[src/rtl/ttl_nand_st_filter_pkg.sv]
// Shared definitions for the NAND Schmitt-trigger filter: defaults, counter sizing
// and the per-channel state names.
package ttl_filter_pkg;

    localparam int   FILTER_DEF  = 3;
    localparam logic RST_VAL_DEF = 1'b1;

    typedef enum logic {
        ST_STABLE = 1'b0,
        ST_QUAL   = 1'b1
    } chan_state_e;

    // Width needed to hold counts 0..filter, never narrower than one bit.
    function automatic int cnt_width(input int filter);
        int w;
        w = $clog2(filter + 1);
        return (w < 1) ? 1 : w;
    endfunction

endpackage

[src/rtl/ttl_nand_st_filter_if.sv]
// Bus bundle for ttl_nand_st_filter: sample strobe, gate inputs and filtered outputs.
// TTL_NAND_ST_EDGE_EN adds the rise/fall pulse outputs.
interface ttl_nand_st_filter_if #(
    parameter int WIDTH = 4
);
    logic             en;
    logic [WIDTH-1:0] a;
    logic [WIDTH-1:0] b;
    logic [WIDTH-1:0] y;
    logic [WIDTH-1:0] busy;
`ifdef TTL_NAND_ST_EDGE_EN
    logic [WIDTH-1:0] rise;
    logic [WIDTH-1:0] fall;

    modport master (output en, a, b, input y, busy, rise, fall);
    modport slave  (input en, a, b, output y, busy, rise, fall);
`else
    modport master (output en, a, b, input y, busy);
    modport slave  (input en, a, b, output y, busy);
`endif
endinterface

[src/rtl/ttl_nand_st_filter_chan.sv]
// One filter channel: sample register, stability counter and filtered output.
// TTL_NAND_ST_EDGE_EN adds registered rise/fall pulses on each output commit.
module ttl_st_chan
    import ttl_filter_pkg::*;
#(
    parameter int   FILTER  = FILTER_DEF,
    parameter logic RST_VAL = RST_VAL_DEF
) (
    input  logic clk,
    input  logic clr,
    input  logic en,
    input  logic raw,
    output logic y,
    output logic busy
`ifdef TTL_NAND_ST_EDGE_EN
    ,
    output logic rise,
    output logic fall
`endif
);

    // A filter length below one behaves as one.
    localparam int FILT_EFF = (FILTER < 1) ? 1 : FILTER;
    localparam int CNT_W    = cnt_width(FILT_EFF);
    localparam logic [CNT_W-1:0] CNT_LAST = CNT_W'(FILT_EFF - 1);

    logic             s_q, s_d;
    logic             y_q, y_d;
    logic [CNT_W-1:0] cnt_q, cnt_d;
    chan_state_e      state;

    always_comb begin
        s_d   = s_q;
        y_d   = y_q;
        cnt_d = cnt_q;
        if (en) begin
            s_d = raw;
            if (s_q == y_q) begin
                // Sample agrees with the output again: drop any pending change.
                cnt_d = '0;
            end else if (cnt_q == CNT_LAST) begin
                y_d   = s_q;
                cnt_d = '0;
            end else begin
                cnt_d = cnt_q + 1'b1;
            end
        end
    end

    always_ff @(posedge clk) begin
        if (clr) begin
            s_q   <= RST_VAL;
            y_q   <= RST_VAL;
            cnt_q <= '0;
        end else begin
            s_q   <= s_d;
            y_q   <= y_d;
            cnt_q <= cnt_d;
        end
    end

    assign state = ((cnt_q == '0) && (s_q == y_q)) ? ST_STABLE : ST_QUAL;

    always_ff @(posedge clk) begin
        if (!clr) begin
            assert (cnt_q <= CNT_LAST);
            assert (!(cnt_q != '0 && state == ST_STABLE));
        end
    end

    assign y    = y_q;
    assign busy = (cnt_q != '0);

`ifdef TTL_NAND_ST_EDGE_EN
    logic rise_q, rise_d;
    logic fall_q, fall_d;

    // Pulses line up with the first cycle in which y shows its new level.
    always_comb begin
        rise_d = y_d & ~y_q;
        fall_d = ~y_d & y_q;
    end

    always_ff @(posedge clk) begin
        if (clr) begin
            rise_q <= 1'b0;
            fall_q <= 1'b0;
        end else begin
            rise_q <= rise_d;
            fall_q <= fall_d;
        end
    end

    assign rise = rise_q;
    assign fall = fall_q;
`endif

endmodule

[src/rtl/ttl_nand_st_filter.sv]
// Multi-channel 2-input NAND with clocked time-domain hysteresis per channel.
// Define TTL_NAND_ST_EDGE_EN to get per-channel rise/fall commit pulses.
module ttl_nand_st_filter
    import ttl_filter_pkg::*;
#(
    parameter int   WIDTH   = 4,
    parameter int   FILTER  = FILTER_DEF,
    parameter logic RST_VAL = RST_VAL_DEF
) (
    input  logic                  clk,
    input  logic                  clr,
    ttl_nand_st_filter_if.slave   bus
);

    logic [WIDTH-1:0] raw;
    logic [WIDTH-1:0] y_w;
    logic [WIDTH-1:0] busy_w;
`ifdef TTL_NAND_ST_EDGE_EN
    logic [WIDTH-1:0] rise_w;
    logic [WIDTH-1:0] fall_w;
`endif

    generate
        for (genvar gi = 0; gi < WIDTH; gi++) begin : g_chan
            assign raw[gi] = ~(bus.a[gi] & bus.b[gi]);

            ttl_st_chan #(
                .FILTER  (FILTER),
                .RST_VAL (RST_VAL)
            ) u_chan (
                .clk  (clk),
                .clr  (clr),
                .en   (bus.en),
                .raw  (raw[gi]),
                .y    (y_w[gi]),
                .busy (busy_w[gi])
`ifdef TTL_NAND_ST_EDGE_EN
                ,
                .rise (rise_w[gi]),
                .fall (fall_w[gi])
`endif
            );
        end
    endgenerate

    assign bus.y    = y_w;
    assign bus.busy = busy_w;
`ifdef TTL_NAND_ST_EDGE_EN
    assign bus.rise = rise_w;
    assign bus.fall = fall_w;
`endif

endmodule

[src/flat_wrapper.sv]
// flat-port wrapper written by rule: the top's interface ports become plain ports
module ttl_nand_st_filter_flat import ttl_filter_pkg::*;
#(
    parameter int   WIDTH   = 4,
    parameter int   FILTER  = FILTER_DEF,
    parameter logic RST_VAL = RST_VAL_DEF
)
  (clk, clr, bus_en, bus_a, bus_b, bus_y, bus_busy);
  ttl_nand_st_filter_if #(.WIDTH(WIDTH)) bus_i ();
  input  logic clk;
  input  logic clr;
  input wire logic [$bits(bus_i.en)-1:0] bus_en;
  input wire logic [$bits(bus_i.a)-1:0] bus_a;
  input wire logic [$bits(bus_i.b)-1:0] bus_b;
  output wire logic [$bits(bus_i.y)-1:0] bus_y;
  output wire logic [$bits(bus_i.busy)-1:0] bus_busy;
  assign bus_i.en = bus_en;
  assign bus_i.a = bus_a;
  assign bus_i.b = bus_b;
  assign bus_y = bus_i.y;
  assign bus_busy = bus_i.busy;
  ttl_nand_st_filter #(.WIDTH(WIDTH), .FILTER(FILTER), .RST_VAL(RST_VAL)) u_core (.clk(clk), .clr(clr), .bus(bus_i));
endmodule
[config.mk]
export PLATFORM = sky130hd
export DESIGN_NAME = ttl_nand_st_filter_flat
export DESIGN_NICKNAME = d
export VERILOG_FILES = /design/src/rtl/ttl_nand_st_filter_pkg.sv /design/src/rtl/ttl_nand_st_filter_if.sv /design/src/rtl/ttl_nand_st_filter_chan.sv /design/src/rtl/ttl_nand_st_filter.sv /design/src/flat_wrapper.sv
export SDC_FILE = /design/constraint.sdc
export NUM_CORES = 1
export LEC_CHECK = 0
export ABC_CLOCK_PERIOD_IN_PS = 1100
export CORE_ASPECT_RATIO = 1.2
export CORE_MARGIN = 5
export CORE_UTILIZATION = 40
export CTS_CLUSTER_DIAMETER = 150
export DETAILED_ROUTE_END_ITERATION = 10
export GPL_TIMING_DRIVEN = 0
export PLACE_DENSITY_LB_ADDON = 0.25
export SLEW_MARGIN = 20
export SYNTH_ARGS = -nofsm -noshare
export SYNTH_HDL_FRONTEND = slang
export SYNTH_SLANG_ARGS = --single-unit
[constraint.sdc]
create_clock -name clk -period 1.1 [get_ports clk]
set_input_delay 0.275 -clock clk [delete_from_list [all_inputs] [get_ports clk]]
set_output_delay 0.275 -clock clk [all_outputs]
set_load 0.02 [all_outputs]
# Yosys cells after proc, flatten, opt, wreduce, memory -nomap -nowiden
# Cells that the tools add are included.
# classes
addsub	4
mux	8
n_reduce_logical	8
eq_ne	8
bitwise	12
# ops
operator	count
two-way mux 2 bit	8
AND reduction 3 bit	4
adder 2 x 1 -> 2 bit (second input constant)	4
== test 2 bit (second input constant)	4
inverter 1 bit	8
nonzero test 2 bit	4
AND 1 bit	4
== test 1 bit	4
# word_totals
register_bits	16
elab_cells	52
output_inout_bits	8
inputBits	11

# Depth between registers and ports, before layout
# depth
depth_word	3
ltp_mapped	4
depth_no_buf	2

# Hierarchy
# Synthesis repeated with hierarchy kept, for this count alone.
# hier_totals
hier_cells	76
hier_area_um2	775.7
# modules_own_cells
mod	seq_area_each_um2	cells_each	n_inst	area_each_um2
ttl_st_chan	80.1	18	4	190.2
ttl_nand_st_filter	0.0	4	1	15.0

# Worst setup path after synthesis
# Ideal clock, no wire load.
# synth_path
kind	register to output
start	register u_core.g_chan[1].u_chan.cnt_q[1]
end	output bus_busy[1]
setup_slack_ns	0.064
arrival_time_ns	0.761
path_buffers	1
stages_incl_launch_ff	3
required_ns	0.825
path_cell_list	dfxtp_1 > or2_2 > buf_4
# synth_between
elab_chain_len	1
# synth_lines
element	line	rtl
from (decl)	ttl_nand_st_filter_chan.sv:29	logic [CNT_W-1:0] cnt_q, cnt_d;
from (signal assigned)	ttl_nand_st_filter_chan.sv:58	cnt_q <= cnt_d;
nonzero test 2 bit	ttl_nand_st_filter_chan.sv:72	assign busy = (cnt_q != '0);
to (decl)	flat_wrapper.sv:16	output wire logic [$bits(bus_i.busy)-1:0] bus_busy;
# No other way between the ends.

# Worst setup path in the final report
# layout_path
start	register u_core.g_chan[3].u_chan.cnt_q[0]
end	output bus_busy[3]
# layout_between
elab_chain_len	1
# layout_lines
element	line
from (decl)	ttl_nand_st_filter_chan.sv:29
from (signal assigned)	ttl_nand_st_filter_chan.sv:58
nonzero test 2 bit	ttl_nand_st_filter_chan.sv:72
# No other way between the ends.

==> summary.txt <==
Synth
  – Synth area leader: dfxtp_1
  – Mapped Area: 846 sq um
  – Yosys cell types: 21
  – Seq/Total Area, Yosys: 37.9%
  – Largest family of logic cells by synthesized area: simple AND/OR/NAND/NOR gates
  – Complex-gate fraction of the synthesized area: 15.4%
  – Synth Area in XOR/XNOR: 4.14%
  – Top cell type's share of synthesized area: 37.9%
  – Yosys warns: 0
  – Synthesized Nets: 97
  – Synthesized area per cell: 9.84 sq um
  – Top cells by area, synth: dfxtp_1 (38%), buf_4 (8.0%), o41ai_2 (7.7%)
  – Post-Synthesis Cells: 86
  – Mux contribution to synthesized area: under 10%
  – Yosys reg bits: 16
  – Synth Area in Adders: 0%
  – Simple-Gate Fraction of Synth Area: 24.6%

Clock network
  – CTS tree: yes
  – Root Driver: clkbuf_4
  – TritonCTS Buffers: 3
  – Sink Count: 16
  – Clk slew on worst S/H paths: 0.10 ns
  – H-tree levels: 1
  – Clk buf depth: 2
  – # hold bufs at CTS: 0
  – Worst-Skew Late Latency: 0.29 ns

Detailed routing
  – Drt first pass iters: 2
  – DR vias: 697
  – DR vias/cell: 4.81
  – DR iter-0 viols: 9
  – Post-route ant nets: 0
  – DRC Markers: 0
  – Drt total wl: 1.80 mm
  – WL/cell: 12.4 um

Timing
  – Setup slack after layout: -0.172 ns
  – Slew Viols, Final: 0
  – F_max: 786 MHz
  – Max_slew headroom: 72.8%
  – Worst-margin pin slew: 0.408 ns
  – Setup Viol. Count Final: 4
  – Final hold violation count: 0
  – Final Skew: about 0.0028 ns
  – RSZ-0062 raised after global routing: yes
  – Final period util: 116%
  – WHS: 0.388 ns
  – Crit path time final: roughly 1.3 ns

Power and ir drop
  – Leak: between 0.0005 and 0.0006 uW
  – Power Dens Cells: approximately 920 nW/um^2
  – Design Power: 1120 uW
  – Worst vdd ir: 0.680 mV

Global routing
  – First-pass GRT wire length: 3.15 mm
  – Vias in the first global route: 704
  – Initial antenna violation count: 0
  – Gr usage total: between 10% and 20%
  – Pin count of the biggest net entering global routing: 11
  – Total global routing overflow: 0

Place
  – DP Wirelength: 1.23 mm
  – Port bufs: 17
  – Placed inst area: 1050 sq um
  – Place WS: -0.476 ns
  – RD Place Congestion: 0.746

Finish
  – Fin util: 59.4%
  – FF+latch area: 335 sq um
  – Share of layout cells above drive strength 1: 50.4%
  – Multi-input gate area: 452 sq um
  – Finished Cell Area: about 1200 sq um
  – Total Nets Final: 127
  – Area added between synthesis and finish: 43.9%
  – Diode count: 0
  – Fillers: 186

Status
  – Failing checks: setup timing
  – Status: finished, violations left

Critical path
  – Crit path to: bus_busy[3]
  – Critical path startpoint category: register
  – FF-to-FF path depth: 3
  – WS Path Type: register to primary output
  – Worst EP arrival: 1.00 ns
  – Critical path origin: u_core.g_chan[3].u_chan.cnt_q[0]$_SDFFE_PP0P_
  – R2R Path Start: u_core.g_chan[3].u_chan.cnt_q[0]$_SDFFE_PP0P_
  – R2R Path End: u_core.g_chan[3].u_chan.cnt_q[0]$_SDFFE_PP0P_
  – Critical Path RT: 0.82 ns
  – Worst-path fanout max: 2
  – Setup crit end kind: primary output
  – Reg2Reg Setup Slack: ~0.030 ns

Floorplanning
  – DIE WIDTH: 52.0 um
  – Ports: 19
  – Die Ht: between 60 and 70 um
  – Site Rows: 18
  – Die area: about 3100 sq um
  – Area of the core: 2050 sq um
  – Initial Utilization: 41.3%

Min path
  – Min-Delay Path Class: input port to register
  – Worst hold stages: 3

Job
  – Max_cap viols: 0
-- cells in the final DEF, fill, tap and decap left out, types with 3 or more instances in the layout --
cell,netlist,final
xnor2_1,4,3
nor2_1,12,12
clkdlybuf4s50_1,0,8
and3_1,4,4
mux2i_1,4,4
buf_4,9,16
buf_6,2,11
or2_4,0,4
o41ai_2,4,4
clkbuf_4,0,3
dfxtp_1,16,4
nand3b_1,4,4
dfxtp_2,0,12
o21bai_1,4,4
or3b_1,3,3
-- where the power goes --
group	switching [uW]	internal (uW)	leakage [uW]
Sequential	7.09	588	0.000132
Combinational	63.1	75.5	0.000398
Clock	190	201	0.0000210
-- area by class of cell --
class	instances	area share [%]
Buffer	5	3.19
Clock buffer	4	2.98
Inverter	3	1.13
Multi-Input combinational cell	54	37.1
Sequential cell	16	27.5
Tap cell	30	3.08
Timing Repair Buffer	33	25.0
-- through the flow --
stage | cells | setup TNS, ns
after CTS | 144 | -0.689
after global routing | 145 | -0.799
after floorplan | 86 | 0
final | 145 | -0.656
after detailed placement | 133 | -8.67
after global placement | 133 | -8.37
-- metal layers --
| layer | GRT usage [%] | share of wire, % | vias up |
|---|---|---|---|
| li1 | - | - | 355 |
| met1 | 16.1 | 44 | 326 |
| met2 | 22.4 | 51 | 12 |
| met3 | 2.95 | 3.5 | 4 |
| met4 | 5.62 | 2.0 | 0 |
| met5 | 0 | 0 | - |
-- cell families (layout without fill, tap and decap cells) --
logic type                Yosys count  in the layout
AOI/OAI and AO/OA                  12             12
xor gates and xnor gates            4              4
buffers and inverters              16             45
DFF                                16             16
muxes                               4              4
and+or+nand+nor                    34             34
-- how the worst min path moves through the flow --
| stage | to | slack [ns] | startpoint |
|---|---|---|---|
| 4_1_cts | u_core.g_chan[2].u_chan.cnt_q[1]$_SDFFE_PP0P_ | 0.37 | clr |
| 6_report | u_core.g_chan[0].u_chan.cnt_q[1]$_SDFFE_PP0P_ | 0.39 | clr |
| 2_1_floorplan | u_core.g_chan[0].u_chan.cnt_q[1]$_SDFFE_PP0P_ | 0.45 | u_core.g_chan[0].u_chan.cnt_q[1]$_SDFFE_PP0P_ |
| 3_3_place_gp | u_core.g_chan[2].u_chan.cnt_q[1]$_SDFFE_PP0P_ | 0.47 | u_core.g_chan[2].u_chan.cnt_q[0]$_SDFFE_PP0P_ |
| 3_5_place_dp | u_core.g_chan[0].u_chan.cnt_q[1]$_SDFFE_PP0P_ | 0.47 | u_core.g_chan[0].u_chan.cnt_q[0]$_SDFFE_PP0P_ |
| 5_1_grt | u_core.g_chan[0].u_chan.cnt_q[0]$_SDFFE_PP0P_ | 0.41 | clr |
-- state kept, by name (all words and copies together), names as in the netlist --
| name | cells |
|---|---|
| u_core.g_chan.u_chan.cnt_q | 8 |
| u_core.g_chan.u_chan.y | 4 |
| u_core.g_chan.u_chan.s_q | 4 |
-- what timing repair did --
| action | CTS | global route |
|---|---|---|
| pin swaps | 4 | 2 |
| setup endpoints to repair | 21 | 7 |
| gates resized for setup | 65 | 6 |
| buffers inserted | 15 | 1 |
-- synthesized netlist by cell type (all sizes together) --
master,n
buf,12
o32ai,2
dfxtp,16
o21bai,4
nand3b,4
clkbuf,1
or3b,6
xnor2,4
nand2,2
or2,4
o41ai,6
nor2,12
nand4bb,2
mux2i,4
and3,4
inv,3
-- critical path: stages, from the launching register on --
cell     delay, ns
dfxtp_2       0.33
or2_4         0.25
buf_6         0.13
No activity file was read; power rests on OpenSTA's default activity.
